[src/rtl/wb_deserializer_rx.sv]
// Serial frame receiver: frames a 1-bit line into 27-bit words, buffers them
// in a small FIFO and exposes data/status to the CPU through a Wishbone slave.
module wb_deserializer_rx #(
    parameter int unsigned FRAME_BITS = 27,
    parameter int unsigned FIFO_DEPTH = 4,
    parameter int unsigned ADR_DATA   = 0,
    parameter int unsigned ADR_STATUS = 1
) (
    input  logic        clk_i,
    input  logic        rst_i,
    input  logic        data_i,
    input  logic        CYC_I,
    input  logic        STB_I,
    input  logic        WE_I,
    input  logic [31:0] ADR_I,
    input  logic [31:0] DAT_I,
    output logic        ACK_O,
    output logic        ERR_O,
    output logic [31:0] DAT_O,
    output logic        irq_o
);

    localparam int unsigned AW = $clog2(FIFO_DEPTH);
    localparam int unsigned CW = $clog2(FRAME_BITS);
    localparam logic [1:0]  A_DATA = 2'(ADR_DATA);
    localparam logic [1:0]  A_STAT = 2'(ADR_STATUS);
    localparam logic [AW:0] LVL_FULL = (AW+1)'(FIFO_DEPTH);
    localparam logic [CW-1:0] CNT_LAST = CW'(FRAME_BITS - 1);

    typedef enum logic [1:0] {
        ST_IDLE,
        ST_SHIFT,
        ST_PUSH
    } state_t;

    state_t                state;
    logic [CW-1:0]         cnt;
    logic [FRAME_BITS-1:0] sr;

    logic [FRAME_BITS-1:0] mem [FIFO_DEPTH];
    logic [AW:0]           wr_ptr;
    logic [AW:0]           rd_ptr;
    logic [AW:0]           level;
    logic [3:0]            level4;
    logic                  empty;
    logic                  full;
    logic                  overflow;

    logic [1:0]            adr;
    logic                  req;
    logic                  pop;
    logic                  push_en;
    logic                  push_ok;
    logic                  ovf_set;
    logic                  ovf_clr;
    logic [31:0]           status_word;
    logic                  unused_bits;

    assign adr     = ADR_I[1:0];
    assign level   = wr_ptr - rd_ptr;
    assign level4  = 4'(level);
    assign empty   = (level == '0);
    assign full    = (level == LVL_FULL);
    assign irq_o   = ~empty | overflow;

    assign req     = CYC_I & STB_I & ~ACK_O;
    assign pop     = req & ~WE_I & (adr == A_DATA) & ~empty;
    assign push_en = (state == ST_PUSH);
    // A pop on the same edge frees a slot, so a push into a full FIFO still lands.
    assign push_ok = push_en & (~full | pop);
    assign ovf_set = push_en & full & ~pop;
    assign ovf_clr = req & WE_I & (adr == A_STAT) & DAT_I[2];

    assign status_word = {21'b0, level4, 4'b0, overflow, full, empty};
    assign unused_bits = ^{ADR_I[31:2], DAT_I[31:3], DAT_I[1:0]};

    // Frame capture: start bit, then FRAME_BITS payload bits MSB first.
    always_ff @(posedge clk_i) begin
        if (rst_i) begin
            state <= ST_IDLE;
            cnt   <= '0;
            sr    <= '0;
        end else begin
            case (state)
                ST_IDLE: begin
                    if (data_i) begin
                        state <= ST_SHIFT;
                        cnt   <= '0;
                    end
                end
                ST_SHIFT: begin
                    sr  <= {sr[FRAME_BITS-2:0], data_i};
                    cnt <= cnt + 1'b1;
                    if (cnt == CNT_LAST) begin
                        state <= ST_PUSH;
                    end
                end
                ST_PUSH: begin
                    state <= ST_IDLE;
                end
                default: begin
                    state <= ST_IDLE;
                end
            endcase
        end
    end

    always_ff @(posedge clk_i) begin
        if (push_ok) begin
            mem[wr_ptr[AW-1:0]] <= sr;
        end
    end

    always_ff @(posedge clk_i) begin
        if (rst_i) begin
            wr_ptr   <= '0;
            rd_ptr   <= '0;
            overflow <= 1'b0;
        end else begin
            if (push_ok) begin
                wr_ptr <= wr_ptr + 1'b1;
            end
            if (pop) begin
                rd_ptr <= rd_ptr + 1'b1;
            end
            if (ovf_set) begin
                overflow <= 1'b1;
            end else if (ovf_clr) begin
                overflow <= 1'b0;
            end
        end
    end

    // Bus response: ACK_O gates the next request, so held strobes complete every other cycle.
    always_ff @(posedge clk_i) begin
        if (rst_i) begin
            ACK_O <= 1'b0;
            ERR_O <= 1'b0;
            DAT_O <= '0;
        end else if (req) begin
            ACK_O <= 1'b1;
            ERR_O <= 1'b0;
            DAT_O <= '0;
            if (WE_I) begin
                if (adr != A_STAT) begin
                    ERR_O <= 1'b1;
                end
            end else if (adr == A_DATA) begin
                if (empty) begin
                    ERR_O <= 1'b1;
                end else begin
                    DAT_O <= 32'(mem[rd_ptr[AW-1:0]]);
                end
            end else if (adr == A_STAT) begin
                DAT_O <= status_word;
            end else begin
                ERR_O <= 1'b1;
            end
        end else begin
            ACK_O <= 1'b0;
            ERR_O <= 1'b0;
        end
    end

endmodule

[config.mk]
export PLATFORM = sky130hd
export DESIGN_NAME = wb_deserializer_rx
export DESIGN_NICKNAME = d
export VERILOG_FILES = /design/src/rtl/wb_deserializer_rx.sv
export SDC_FILE = /design/constraint.sdc
export NUM_CORES = 1
export LEC_CHECK = 0
export CAP_MARGIN = 20
export CELL_PAD_IN_SITES_DETAIL_PLACEMENT = 0
export CELL_PAD_IN_SITES_GLOBAL_PLACEMENT = 1
export CORE_UTILIZATION = 44
export CTS_CLUSTER_DIAMETER = 200
export CTS_CLUSTER_SIZE = 40
export DETAILED_ROUTE_END_ITERATION = 8
export PLACE_DENSITY = 0.91
export SYNTH_ARGS = -nofsm -noshare
export SYNTH_HDL_FRONTEND = slang
export SYNTH_SLANG_ARGS = --single-unit
[constraint.sdc]
create_clock -name clk_i -period 4.65 [get_ports clk_i]
set_clock_uncertainty 0.1 [all_clocks]
set_input_delay 0.93 -clock clk_i [delete_from_list [all_inputs] [get_ports clk_i]]
set_output_delay 0.93 -clock clk_i [all_outputs]
set_load 0.01 [all_outputs]
# Word-level counts from Yosys, hierarchy flattened
# Memories as Yosys holds them, arrays and structs flattened. A register that Yosys moved wholly into a read port is not among the register bits.
# Cells that the tools add are included.
[totals] input_bits=70 reg_bits=75 output_inout_bits=35 ram_bits=108 wordCells=70 n_memories=1
[memory_table] memory="mem" depth=4 width=27 read_ports=1 rd_ports_with_merged_regs=1 wr=1 line="40" rtl="logic [FRAME_BITS-1:0] mem [FIFO_DEPTH];"
[op_classes] addsub=4 reduce_logical=8 n_mux=21 n_eq_ne=8 bitwise_logic=19
[ops] cell="$mux 32" n=2
[ops] cell="$mux 27" n=1
[ops] cell="$and 1x1->1" n=11
[ops] cell="$mux 1" n=10
[ops] cell="$mux 10" n=1
[ops] cell="$pmux 5 s2" n=1
[ops] cell="$mux 2" n=4
[ops] cell="$add 3x1->3 const B" n=2
[ops] cell="$not 1->1" n=6
[ops] cell="$add 5x1->5 const B" n=1
[ops] cell="$eq 5x5->1 const B" n=1
[ops] cell="$mux 5" n=1
[ops] cell="$eq 2x1->1 const B" n=2
[ops] cell="$logic_not 2->1" n=2
[ops] cell="$ne 2x2->1 const B" n=2
[ops] cell="$pmux 2 s2" n=1
[ops] cell="$reduce_and 2->1" n=2
[ops] cell="$reduce_bool 2->1" n=2
[ops] cell="$eq 3x3->1 const B" n=1
[ops] cell="$logic_not 3->1" n=1
[ops] cell="$sub 3x3->3" n=1
[ops] cell="$eq 2x2->1 const B" n=1
[ops] cell="$ne 2x1->1 const B" n=1
[ops] cell="$or 1x1->1" n=2
[ops] cell="$reduce_or 2->1" n=1

# Longest topological paths before layout
# Gate-level depths: netlist (run 1).
[logic_depth] word_depth=9 mapped_depth=8 depth_no_buf=7

# Worst setup path before layout (run 1)
# OpenSTA, ideal clock, no wires.
[synth_timing] path_type="input to register" from="input ADR_I[0]" to="memory mem[0][0] (enable)" setup_slack_ps=482 required_time_ps=4099 t_arrival_ps=3617 cell_stages=3 path_cell_list="nor3_1 > a211oi_1 > nor3b_1"
[synth_via] elab_chain_len=7
[synth_rtl] element="from (decl)" line="15" rtl="input logic [31:0] ADR_I,"
[synth_rtl] element="$logic_not 2->1" line="67" rtl="assign pop = req & ~WE_I & (adr == A_DATA) & ~empty;"
[synth_rtl] element="$and 1x1->1 (2 in a row)" line="67"
[synth_rtl] element="$or 1x1->1" line="70" rtl="assign push_ok = push_en & (~full | pop);"
[synth_rtl] element="$and 1x1->1" line="70"
[synth_rtl] element="$mux 1" line="109" rtl="if (push_ok) begin"
[synth_rtl] element="$mux 1 (implied by the code)" line="110" rtl="mem[wr_ptr[AW-1:0]] <= sr;"
[synth_rtl] element="to (decl)" line="40"
# Every way passes these cells.

# Final worst setup path (run 1)
[layout_timing] from="register wr_ptr[0]" to="output irq_o"
[layout_via] elab_chain_len=4
[layout_rtl] element="from (decl)" line="41" rtl="logic [AW:0] wr_ptr;"
[layout_rtl] element="from (signal assigned)" line="121" rtl="wr_ptr <= wr_ptr + 1'b1;"
[layout_rtl] element="$sub 3x3->3" line="60" rtl="assign level = wr_ptr - rd_ptr;"
[layout_rtl] element="$logic_not 3->1" line="62" rtl="assign empty = (level == '0);"
[layout_rtl] element="$not 1->1" line="64" rtl="assign irq_o = ~empty | overflow;"
[layout_rtl] element="$or 1x1->1" line="64"
[layout_rtl] element="to (decl)" line="20" rtl="output logic irq_o"
# Every way passes these cells.

==> flow_metrics.tcl, run 1 <==
set metrics [dict create \
    outcome "completed" \
    intPower_mw 2.539 \
    clkLatencyLatePin_ps 420 \
    first_iter_violations 410 \
    ys_warn_count 0 \
    preCtsSetupSlack_ps 1081 \
    cp.buffers_inverters 3 \
    drv_slew 0 \
    syn-cell-area_sq_um 6900 \
    syn_inst 466 \
    grt_max_degree 58 \
    p_per_area_nw_per_um2 397.8 \
    synth-async-reset-ratio_pct 0 \
    num_vias 3938 \
    p_comb_share_pct 3.1 \
    hold_buffers 0 \
    rsz0062_at_grt "no" \
    finalSetupViolCount 0 \
    synthDominantCellAreaShare_pct 47.00 \
    synth_cell_types 54 \
    rows 45 \
    path_max_fanout 10 \
    swShare_pct 21.32 \
    worst-path-stages 7 \
    dpl_cell_area_sq_um 7478 \
    synth_top_cell_by_area "edfxtp_1" \
    cpPeakStageDelay_ps 480 \
    post-route-drc-count 0 \
    final_area_sq_um 8113 \
    hold_viol_final 0 \
    grt_pass1_vias 3914 \
    layout-drive-gt1-share_pct 15.09 \
    nNetsFinal 584 \
    cp.required_ps 3620 \
    cp_slowest_cell "clkdlybuf4s50_1" \
    htree_levels 4 \
    cts_inserted_buffers 17 \
    max_freq_ghz 0.2682 \
    drt_wl_total_um 12970 \
    root_buffer "clkbuf_16" \
    start_util_pct 45.22 \
    antenna_found_initial 0 \
    viasPerCell 5.409 \
    routedWlPerCell_um 17.82 \
    period_share_pct 80.18 \
    peakVddDrop_mv 0.2654 \
    p_leak_nw 2.650 \
    grt_use_total_pct 17.02 \
    min_path_type "flip-flop to flip-flop" \
    ff2ff_path_depth 8 \
    area_growth_pct 17.57 \
    clkTransAtPathRegs_ps 70 \
    worstMarginPinSlew_ps 1120 \
    insertedDiodeCount 0 \
    hpwl_um 7240 \
    die_w_um 127.2 \
    maxCapViolCount 0 \
    die-area_sq_um 16190 \
    post-place-cells 695 \
    synth_area_per_cell_sq_um 14.81 \
    critPathCaptureType "primary output" \
    sequentialPowerShare_pct 52.2 \
    design.core.area_sq_um 15260 \
    setup_ws_ps 921.8 \
    gp_congestion 0.7756 \
    startpoint_type "flip-flop" \
    synth_edf_count 108 \
    p_switching_mw 0.6879 \
    port_buffers 38 \
    drtAntennaViolNets 0 \
    grt_overflow 0 \
    synth_seq_cells 180 \
    dr.pass1.iters 5 \
    tritoncts "done" \
    final_common_cell "edfxtp_1" \
    grt_pass1_wl_um 20800 \
    ys.flop_type "edfxtp_1" \
    instances_no_fill 728 \
    pwr-share-clk_pct 44.7 \
    io_pins 105 \
    cts_resized 0 \
    fin_crit_ps 3728 \
    path_delay_family "buffers and inverters" \
    worstHoldPathCells 1 \
    final_cell_mix "edfxtp_1, dfxtp_1, nand2_1" \
    cts.path.max_buffers 2 \
    cts_setup_buffers 0 \
    tns_ps 0 \
    fillCellCount 1175 \
    ys_seq_area_share_pct 67.89 \
    critPathKind "flip-flop to primary output" \
    cp_cell_sequence "inv_1, ha_1, inv_1, fa_1, xnor3_2, or3_1, clkdlybuf4s50_1" \
    fin_util_pct 53.17 \
    cp_data_arrival_time_ps 2700 \
    die_y_um 127.2 \
    crit_top_cell "inv_1" \
    cts.sinks 180 \
    relSlewSlack_pct 25.36 \
    synth_area_leaders "edfxtp_1, dfxtp_1, mux4_2, nand2_1, a22o_1" \
]
-- synth_stat cells (all sizes together), types with 2 or more instances --
library cell,instances
inv,10
nand2b,5
nor4bb,2
clkbuf,16
or3,4
o211ai,2
mux2,2
nor2,8
nand3,2
mux4,27
nand4b,2
nor3,2
a211oi,4
buf,16
o221ai,2
nand2,63
dfxtp,72
a32oi,2
nor2b,6
a21oi,34
a22o,21
nand3b,2
ha,9
o2111ai,5
a221o,4
o21ai,4
edfxtp,108
nor3b,10
-- layout make-up --
| class | count | area [sq um] | share of cell area (%) |
|---|---|---|---|
| clock buffer | 19 | 442.9 | 5.460 |
| clock inverter | 13 | 163.9 | 2.020 |
| inverter | 10 | 37.54 | 0.4627 |
| multi-input combinational | 248 | 2056 | 25.34 |
| sequential | 180 | 4686 | 57.76 |
| tap | 211 | 264.0 | 3.254 |
| timing repair buffer | 47 | 462.9 | 5.706 |
-- power by group through the flow --
| stage | clock, mW | combinational [mW] | sequential (mW) |
|---|---|---|---|
| global placement | 0 | 0.0958 | 1.72 |
| global route | 1.54 | 0.109 | 1.68 |
| finish | 1.44 | 0.101 | 1.68 |
| CTS | 1.46 | 0.0989 | 1.69 |
| floorplan | 0 | 0.0677 | 1.72 |
| detailed placement | 0 | 0.0979 | 1.72 |
-- logic make-up after synthesis --
family,after synthesis,share of synthesized area (%)
other cells,1,0.05434
mux,30,9.284
flops,180,67.89
fa+ha+maj,10,1.922
compound gates,85,8.812
simple gates,116,8.486
xor+xnor,2,0.6889
buf+inv,42,2.865
-- stage by stage --
| step | hold WS (ps) | total power [mW] |
|---|---|---|
| after floorplan | 347.2 | 1.785 |
| final | 382.6 | 3.227 |
| after global routing | 400.3 | 3.331 |
| after detailed placement | 360.0 | 1.818 |
| after CTS | 386.4 | 3.244 |
| after global placement | 359.4 | 1.816 |
-- metal layers --
layer	GRT usage (%)	up-vias	wire length (um)
met5	0	-	0
met4	6.653	0	168
met3	3.392	12	644
met2	30.45	105	6879
met1	20.21	1973	5280
li1	-	1848	-
-- final timing paths --
kind | startpoint | to | slack [ps]
worst max-delay path | wr_ptr[0] | irq_o | 920
worst max register to register | wr_ptr[0] | mem[3][14] | 1770
worst min register to register | DAT_O[13] | DAT_O[13] | 380
worst min-delay path | DAT_O[13] | DAT_O[13] | 380
-- sequential cells by signal, summed over array words and instances (netlist names), named ones only --
register	cells
state	2
ACK_O	1
cnt	5
rd_ptr	3
ERR_O	1
DAT_O	27
sr	27
overflow	1
wr_ptr	3
mem	108
Power figures use the tool's default switching activity.
==> run 2: changes to the inputs <==
--- a/config.mk
+++ b/config.mk
@@ -8,11 +8,11 @@
 export CAP_MARGIN = 20
 export CELL_PAD_IN_SITES_DETAIL_PLACEMENT = 0
 export CELL_PAD_IN_SITES_GLOBAL_PLACEMENT = 1
-export CORE_UTILIZATION = 44
+export CORE_UTILIZATION = 40
 export CTS_CLUSTER_DIAMETER = 200
 export CTS_CLUSTER_SIZE = 40
 export DETAILED_ROUTE_END_ITERATION = 8
-export PLACE_DENSITY = 0.91
+export PLACE_DENSITY = 0.87
 export SYNTH_ARGS = -nofsm -noshare
 export SYNTH_HDL_FRONTEND = slang
 export SYNTH_SLANG_ARGS = --single-unit
==> constraint.sdc (replaced) <==
create_clock -name clk_i -period 3.3 [get_ports clk_i]
set_clock_uncertainty 0.1 [all_clocks]
set_input_delay 0.66 -clock clk_i [delete_from_list [all_inputs] [get_ports clk_i]]
set_output_delay 0.66 -clock clk_i [all_outputs]
set_load 0.01 [all_outputs]
==> flow_metrics.tcl, run 2 (synthesis gave the netlist of run 1 again) <==
set metrics [dict create \
    swShare_pct 20.04 \
    period_share_pct 95.04 \
    hpwl_um 7864 \
    fin_util_pct 49.62 \
    regArea_sq_um 4686 \
    multi_input_area_sq_um 2056 \
    htree_levels 4 \
    tritoncts "done" \
    cp_slowest_cell "fa_1" \
    p_switching_mw 0.9651 \
    reg2reg_slack_ps 350 \
    final_area_sq_um 8287 \
    critPathKind "flip-flop to primary output" \
    cp.buffers_inverters 3 \
    grt_overflow 0 \
    peakVddDrop_mv 0.4239 \
    busiest_layer "met2" \
    instances_no_fill 744 \
    io_pins 105 \
    layout-drive-gt1-share_pct 16.03 \
    worst-path-stages 7 \
    start_util_pct 41.32 \
    setup_ws_ps 163.7 \
    num_vias 3994 \
    viasPerCell 5.368 \
    worstHoldPathCells 1 \
    first_iter_violations 369 \
    clkLatencyLatePin_ps 420 \
    insertedDiodeCount 0 \
    rsz0062_at_grt "no" \
    worstMarginPinSlew_ps 903.0 \
    antenna_found_initial 0 \
    cts_inserted_buffers 17 \
    r2r_end "mem[3][7]" \
    ff2ff_path_depth 8 \
    nNetsFinal 591 \
    intPower_mw 3.852 \
    dr.pass1.iters 4 \
    root_buffer "clkbuf_16" \
    maxCapViolCount 0 \
    relSlewSlack_pct 39.44 \
    final_common_cell "edfxtp_1" \
    post-place-cells 712 \
    dpl_cell_area_sq_um 7600 \
    crit_top_cell "inv_1" \
    drt_wl_total_um 13390 \
    hold_ws_ps 376.8 \
    drtAntennaViolNets 0 \
    outcome "completed" \
    min_path_type "flip-flop to flip-flop" \
    rows 47 \
    p_comb_share_pct 3.1 \
    grt_pass1_wl_um 21180 \
    cp_cell_sequence "inv_1, ha_1, inv_1, fa_1, xnor3_2, or3_1, dlygate4sd2_1" \
    clkTransAtPathRegs_ps 60 \
    routedWlPerCell_um 17.99 \
    hold_path.startpoint "DAT_O[13]" \
    largest_reg_flops 108 \
    cts_setup_buffers 0 \
    gp_congestion 0.7852 \
    max_freq_ghz 0.3188 \
    path_delay_family "adder cells" \
    cts.path.max_buffers 2 \
    reg2reg_from "wr_ptr[0]" \
    hold_buffers 0 \
    area_growth_pct 20.09 \
    global_route.usage.met1_pct 18.92 \
    cp-startpoint "wr_ptr[0]" \
    finalPower_mw 4.817 \
    cp.required_ps 2540 \
    grt_pass1_vias 4011 \
    drv_slew 0 \
    pwr-share-clk_pct 47.6 \
    critPathCaptureType "primary output" \
    sequentialPowerShare_pct 49.3 \
    fin_crit_ps 3136 \
    p_leak_nw 2.731 \
    path_max_fanout 5 \
    startpoint_type "flip-flop" \
    cts_resized 1 \
    port_buffers 38 \
    tns_ps 0 \
    p_per_area_nw_per_um2 581.3 \
    fillCellCount 1404 \
    die-area_sq_um 17780 \
    cts.sinks 180 \
    grt_max_degree 57 \
    die_w_um 133.3 \
    holdPathEnd "DAT_O[13]" \
    grt_use_total_pct 15.79 \
    die_y_um 133.3 \
    hold_viol_final 0 \
    final_cell_mix "edfxtp_1, dfxtp_1, nand2_1" \
    cpPeakStageDelay_ps 420 \
    preCtsSetupSlack_ps 385.8 \
    gr-usage-met3_pct 3.995 \
    post-route-drc-count 0 \
    met2_usage_pct 26.77 \
    finalSetupViolCount 0 \
    cp_data_arrival_time_ps 2380 \
    design.core.area_sq_um 16700 \
]
[run 2: cell types whose count changed in the layout (fill, tap and decap cells not counted), sizes merged]
cell / before / now
buf: 10 / 17
clkbuf: 19 / 21
inv: 16 / 13
clkinv: 4 / 2
dlygate4sd2: 0 / 1
bufinv: 2 / 5
clkdlybuf4s50: 37 / 36
[run 2: worst max path at each step]
stage / end / slack, ps
final: irq_o / 160
after global routing: irq_o / 80
after CTS: irq_o / 140
after detailed placement: mem[0][13] / 390
after global placement: irq_o / 440
after floorplan: mem[0][0] / -750
[run 2: final cells by class]
cell class / count / area share (%)
timing repair buffer: 54 / 6.568
tap: 220 / 3.322
clock buffer: 21 / 5.692
multi-input combinational: 248 / 24.81
clock inverter: 11 / 2.612
inverter: 10 / 0.4530
sequential: 180 / 56.55
[run 2: worst register-to-register path: cells and delay by family, from the launching register on]
family	cells	cell delay, ps
AOI/OAI and AO/OA	1	760
adders and majority gates	2	580
buffers and inverters	3	410
DFF	1	350
xor gates and xnor gates	1	330
and+or+nand+nor	1	160
[run 2: layer usage]
layer | share of wire [%] | vias to the layer above
li1 | - | 1855
met1 | 43 | 2020
met2 | 51 | 94
met3 | 3.6 | 25
met4 | 2.1 | 0
met5 | 0 | -
[run 2: power by group through the flow]
stage | combinational, mW | clock (mW) | sequential, mW
2_1_floorplan | 0.0955 | 0 | 2.42
3_5_place_dp | 0.149 | 0 | 2.42
4_1_cts | 0.148 | 2.33 | 2.37
6_report | 0.148 | 2.29 | 2.37
5_1_grt | 0.160 | 2.41 | 2.37
3_3_place_gp | 0.146 | 0 | 2.42
==> run 3: changes to the inputs <==
--- a/config.mk
+++ b/config.mk
@@ -5,6 +5,7 @@
 export SDC_FILE = /design/constraint.sdc
 export NUM_CORES = 1
 export LEC_CHECK = 0
+export ABC_CLOCK_PERIOD_IN_PS = 3300
 export CAP_MARGIN = 20
 export CELL_PAD_IN_SITES_DETAIL_PLACEMENT = 0
 export CELL_PAD_IN_SITES_GLOBAL_PLACEMENT = 1
==> results of run 3 <==
The final DEF is identical to that of run 2; final timing and power are the same.
